## src/rtl/rtc_bus_writer.sv

```systemverilog
// Write-only driver for the RTC's multiplexed Intel-style bus: one accepted
// request becomes an address phase then a data phase, followed by a fin pulse.
module rtc_bus_writer #(
    parameter int T_SETUP = 1,
    parameter int T_PULSE = 4,
    parameter int T_HOLD  = 1,
    parameter int CW      = 4
) (
    input  logic       clk,
    input  logic       reset,
    input  logic       escribe,
    input  logic [7:0] dir_out,
    input  logic [7:0] dato_out,
    output logic       fin,
    output logic       busy,
    output logic       cs_n,
    output logic       wr_n,
    output logic       rd_n,
    output logic       ad_n,
    output logic [7:0] ad_bus,
    output logic       ad_oe
);

    localparam logic [3:0] S_IDLE    = 4'd0;
    localparam logic [3:0] S_A_SETUP = 4'd1;
    localparam logic [3:0] S_A_PULSE = 4'd2;
    localparam logic [3:0] S_A_HOLD  = 4'd3;
    localparam logic [3:0] S_D_SETUP = 4'd4;
    localparam logic [3:0] S_D_PULSE = 4'd5;
    localparam logic [3:0] S_D_HOLD  = 4'd6;
    localparam logic [3:0] S_DONE    = 4'd7;
    localparam logic [3:0] S_RELEASE = 4'd8;

    localparam logic [CW-1:0] LAST_SETUP = CW'(T_SETUP - 1);
    localparam logic [CW-1:0] LAST_PULSE = CW'(T_PULSE - 1);
    localparam logic [CW-1:0] LAST_HOLD  = CW'(T_HOLD - 1);

    logic [3:0]    state_reg, state_next;
    logic [CW-1:0] counter_reg, counter_next;
    logic [7:0]    addr_reg, addr_next;
    logic [7:0]    data_reg, data_next;

    logic          timed;
    logic [CW-1:0] limit;
    logic [3:0]    follow;

    logic       fin_next, busy_next, cs_n_next, wr_n_next, ad_n_next, ad_oe_next;
    logic [7:0] ad_bus_next;

    always_comb begin
        state_next   = state_reg;
        counter_next = counter_reg;
        addr_next    = addr_reg;
        data_next    = data_reg;
        timed        = 1'b0;
        limit        = '0;
        follow       = S_IDLE;

        case (state_reg)
            S_IDLE: begin
                counter_next = '0;
                if (escribe) begin
                    addr_next  = dir_out;
                    data_next  = dato_out;
                    state_next = S_A_SETUP;
                end
            end
            S_A_SETUP: begin timed = 1'b1; limit = LAST_SETUP; follow = S_A_PULSE; end
            S_A_PULSE: begin timed = 1'b1; limit = LAST_PULSE; follow = S_A_HOLD;  end
            S_A_HOLD:  begin timed = 1'b1; limit = LAST_HOLD;  follow = S_D_SETUP; end
            S_D_SETUP: begin timed = 1'b1; limit = LAST_SETUP; follow = S_D_PULSE; end
            S_D_PULSE: begin timed = 1'b1; limit = LAST_PULSE; follow = S_D_HOLD;  end
            S_D_HOLD:  begin timed = 1'b1; limit = LAST_HOLD;  follow = S_DONE;    end
            S_DONE:    state_next = S_RELEASE;
            // Requester may still hold escribe after fin; wait for it to drop.
            S_RELEASE: if (!escribe) state_next = S_IDLE;
            default: begin
                state_next   = S_IDLE;
                counter_next = '0;
            end
        endcase

        if (timed) begin
            if (counter_reg == limit) begin
                state_next   = follow;
                counter_next = '0;
            end else begin
                counter_next = counter_reg + CW'(1);
            end
        end
    end

    // Outputs are decoded from the next state so they register alongside it.
    always_comb begin
        fin_next    = 1'b0;
        busy_next   = (state_next != S_IDLE);
        cs_n_next   = 1'b1;
        wr_n_next   = 1'b1;
        ad_n_next   = 1'b1;
        ad_oe_next  = 1'b0;
        ad_bus_next = 8'h00;
        case (state_next)
            S_A_SETUP, S_A_PULSE, S_A_HOLD: begin
                cs_n_next   = 1'b0;
                ad_n_next   = 1'b0;
                ad_oe_next  = 1'b1;
                ad_bus_next = addr_next;
                wr_n_next   = (state_next != S_A_PULSE);
            end
            S_D_SETUP, S_D_PULSE, S_D_HOLD: begin
                cs_n_next   = 1'b0;
                ad_oe_next  = 1'b1;
                ad_bus_next = data_next;
                wr_n_next   = (state_next != S_D_PULSE);
            end
            S_DONE: fin_next = 1'b1;
            default: ;
        endcase
    end

    always_ff @(posedge clk) begin
        if (reset) begin
            state_reg   <= S_IDLE;
            counter_reg <= '0;
            addr_reg    <= 8'h00;
            data_reg    <= 8'h00;
            fin         <= 1'b0;
            busy        <= 1'b0;
            cs_n        <= 1'b1;
            wr_n        <= 1'b1;
            rd_n        <= 1'b1;
            ad_n        <= 1'b1;
            ad_bus      <= 8'h00;
            ad_oe       <= 1'b0;
        end else begin
            state_reg   <= state_next;
            counter_reg <= counter_next;
            addr_reg    <= addr_next;
            data_reg    <= data_next;
            fin         <= fin_next;
            busy        <= busy_next;
            cs_n        <= cs_n_next;
            wr_n        <= wr_n_next;
            rd_n        <= 1'b1;
            ad_n        <= ad_n_next;
            ad_bus      <= ad_bus_next;
            ad_oe       <= ad_oe_next;
        end
    end

endmodule

```

## config.mk

```make
export PLATFORM = sky130hd
export DESIGN_NAME = rtc_bus_writer
export DESIGN_NICKNAME = d
export VERILOG_FILES = /design/src/rtl/rtc_bus_writer.sv
export SDC_FILE = /design/constraint.sdc
export NUM_CORES = 1
export LEC_CHECK = 0
export ABC_AREA = 0
export ABC_CLOCK_PERIOD_IN_PS = 4600
export BUFFER_PORTS_ARGS = -buffer_cell sky130_fd_sc_hd__buf_2
export CAP_MARGIN = 0
export CORE_AREA = 5 5 84 86
export CTS_CLUSTER_DIAMETER = 100
export DETAILED_ROUTE_END_ITERATION = 8
export DIE_AREA = 0 0 89 91
export SETUP_SLACK_MARGIN = 0.5
export SLEW_MARGIN = 40
export SYNTH_ARGS = -nofsm -noshare
export SYNTH_HDL_FRONTEND = slang
export SYNTH_SLANG_ARGS = --single-unit
```

## constraint.sdc

```tcl
create_clock -name clk -period 4.6 [get_ports clk]
set_input_delay 0.92 -clock clk [delete_from_list [all_inputs] [get_ports clk]]
set_output_delay 0.92 -clock clk [all_outputs]
set_load 0.005 [all_outputs]
```

==> results_dict.tcl <==
set metrics [dict create \
    drv_slew 0 \
    outcome "complete, no violations" \
    leakage_uw 0.0007965 \
    hold_path_class "flip-flop to flip-flop" \
    cp.required_ns 4.76 \
    worstPathArrival_ns 2.76 \
    ys_seq_area_share_pct 42.70 \
    synthXorXnorAreaFrac_pct 1.475 \
    port_buffers 32 \
    syn_inst 210 \
    startpoint_type "flip-flop" \
    syn_area_per_cell_um2 8.484 \
    place_congestion 0.7823 \
    syn-num-nets 230 \
    yosys_warnings 0 \
    drc 0 \
    clkTransAtPathRegs_ns 0.08 \
    yosysTopAreaCellShare_pct 42.70 \
    synthSimpleGateAreaFrac_pct 20.86 \
    synth_top_family_by_area "compound AO/OA/AOI/OAI gates" \
    worst_slew_pin_slew_ns 0.6798 \
    async_flop_share_pct 0 \
    setup_violations 0 \
    fp.dieH_um 91 \
    cts_hold_buf 0 \
    min_period_ns 2.602 \
    synth_compound_area_share_pct 29.21 \
    vias 1582 \
    cts_tree "yes" \
    areaGrowthSynthToFinish_pct 18.47 \
    worstPathCellList "or3b_1 > a311oi_1 > nand2_1 > a211oi_2 > o22ai_1" \
    ys_top_cells_by_count "dfxtp_1, nand2_1, a21oi_1" \
    maxCapViolations 0 \
    die_area_um2 8099 \
    synthMuxAreaShare_pct 0 \
    die_w_um 89 \
    synth-main-ff-cell "dfxtp_1" \
    insertion_delay_ns 0.30 \
    syn_area_um2 1782 \
    setup_tns_ns 0 \
    synth-edff-count 0 \
    overflow 0 \
    root_buffer "clkbuf_8" \
    powerDensity_nw_per_um2 511.5 \
    setup.worst_path.end_class "flip-flop" \
    wire_per_inst_um 14.18 \
    ys_types 49 \
    firstDrtPassIters 4 \
    grt_max_degree 35 \
    slowest_delay_ns 0.65 \
    cts_buffers 5 \
    hold_violations 0 \
    vdd_ir_drop_max_mv 0.1972 \
    fin_skew_ns 0.003443 \
    first_global_vias 1569 \
    rsz0062_at_grt "false" \
    clk_path_buf_depth 2 \
    critical_path_class "flip-flop to flip-flop" \
    diodes 0 \
    io_pins 34 \
    fin_hold_ws_ns 0.4695 \
    grtUsageTotal_pct 11.33 \
    synthTopCellsByArea "dfxtp_1, a21oi_1, nand2_1" \
    cts.sinks 38 \
    synth_most_common_cell "dfxtp_1" \
    htree_levels 2 \
    slew_headroom_pct 54.63 \
    grt_antenna_before_repair 0 \
    nNetsFinal 254 \
    crit_path_max_fanout 18 \
    synth_seq_cells 38 \
    post_cts_buffers 0 \
    drtAntennaViolNets 0 \
    start_util_pct 28.72 \
    finalCritPeriodShare_pct 56.57 \
    drt-initial-drc-count 140 \
    grt_pass1_wl_um 7279 \
    wl_um 4424 \
    synth_area_leader_cell "dfxtp_1" \
    hpwl_um 3076 \
    rows 29 \
    synthAdderAreaFrac_pct 0.7022 \
    core_um2 6205 \
    max_freq_mhz 384.3 \
    cts-resized-gates 0 \
    routed_via_density 5.071 \
    crit_path_top_delay_cell "dfxtp_1" \
    layout-drive-gt1-share_pct 20.85 \
]
-- metrics by stage --
| stage | utilization, % | worst slack, ns | power (uW) | area, um2 | cells |
|---|---|---|---|---|---|
| after detailed placement | 31.80 | 2.052 | 742.5 | 1973 | 304 |
| final | 34.02 | 1.998 | 1080 | 2111 | 312 |
| after global routing | 34.02 | 1.786 | 1142 | 2111 | 312 |
| after CTS | 34.02 | 2.029 | 1089 | 2111 | 312 |
| after global placement | 31.76 | 2.103 | 738.7 | 1971 | 304 |
| after floorplan | - | 2.395 | 655.6 | 1782 | 210 |
-- report_power, final --
part,internal (uW),leakage [uW],switching [uW]
Clock,217,0.0000683,126
Combinational,136,0.000417,186
Sequential,380,0.000311,34.7
-- final cells by class --
type                       instances  area (um2)
fill                             661        4094
sequential                        38       760.7
multi-input combinational        153       937.1
inverter                           3       11.26
timing repair buffer              33       167.7
clock inverter                     3       68.82
tap                               77       96.34
clock buffer                       5       68.82
-- kinds of logic (layout without fill, tap and decap cells) --
family                   after synthesis  count (layout)
AND/OR/NAND/NOR                       74              74
buffers and inverters                 19              44
other                                  1               1
adder cells (fa/ha/maj)                1               1
XOR/XNOR                               3               3
flip-flops                            38              38
AO/OA/AOI/OAI                         74              74
-- critical path, delay by kind of cell, from the launching register on --
family	cells	cell delay, ns
AND/OR/NAND/NOR	2	0.66
AO/OA/AOI/OAI	3	1.16
flip-flops	1	0.65
-- cells in the final DEF (no fill, tap or decap), types with 2 or more instances in the layout --
cell type   n
a211oi_1    3
and2_1      2
buf_2      32
o22ai_1     9
a221o_1     2
or2_2       3
dfxtp_1    38
nor2_1      9
a311oi_1    2
xnor2_1     3
nor3_1      3
nand2_1    28
bufinv_16   2
nand3_1    10
nand2b_1    4
o21ai_0     9
nor4b_1     2
nor2b_1     2
clkbuf_8    5
a31oi_1     3
a21oi_1    21
inv_1       3
o211ai_1    2
or3_1       3
a211o_1     9
-- metal layers --
metal	track usage, %	vias to the layer above	part of all wire (%)
li1	-	817	-
met1	15.44	733	49
met2	16.52	26	46
met3	3.529	6	4.2
met4	4.591	0	1.3
met5	0	-	0
-- worst paths after layout --
kind / startpoint / endpoint / slack (ns) / cells past startpoint
max: state_reg[1] / ad_bus[4] / 2.00 / 5
min: addr_reg[7] / addr_reg[7] / 0.47 / 2
max reg2reg: state_reg[1] / ad_bus[4] / 2.00 / 5
min reg2reg: addr_reg[7] / addr_reg[7] / 0.47 / 2
Note: power is estimated with default switching activity, not from simulation.
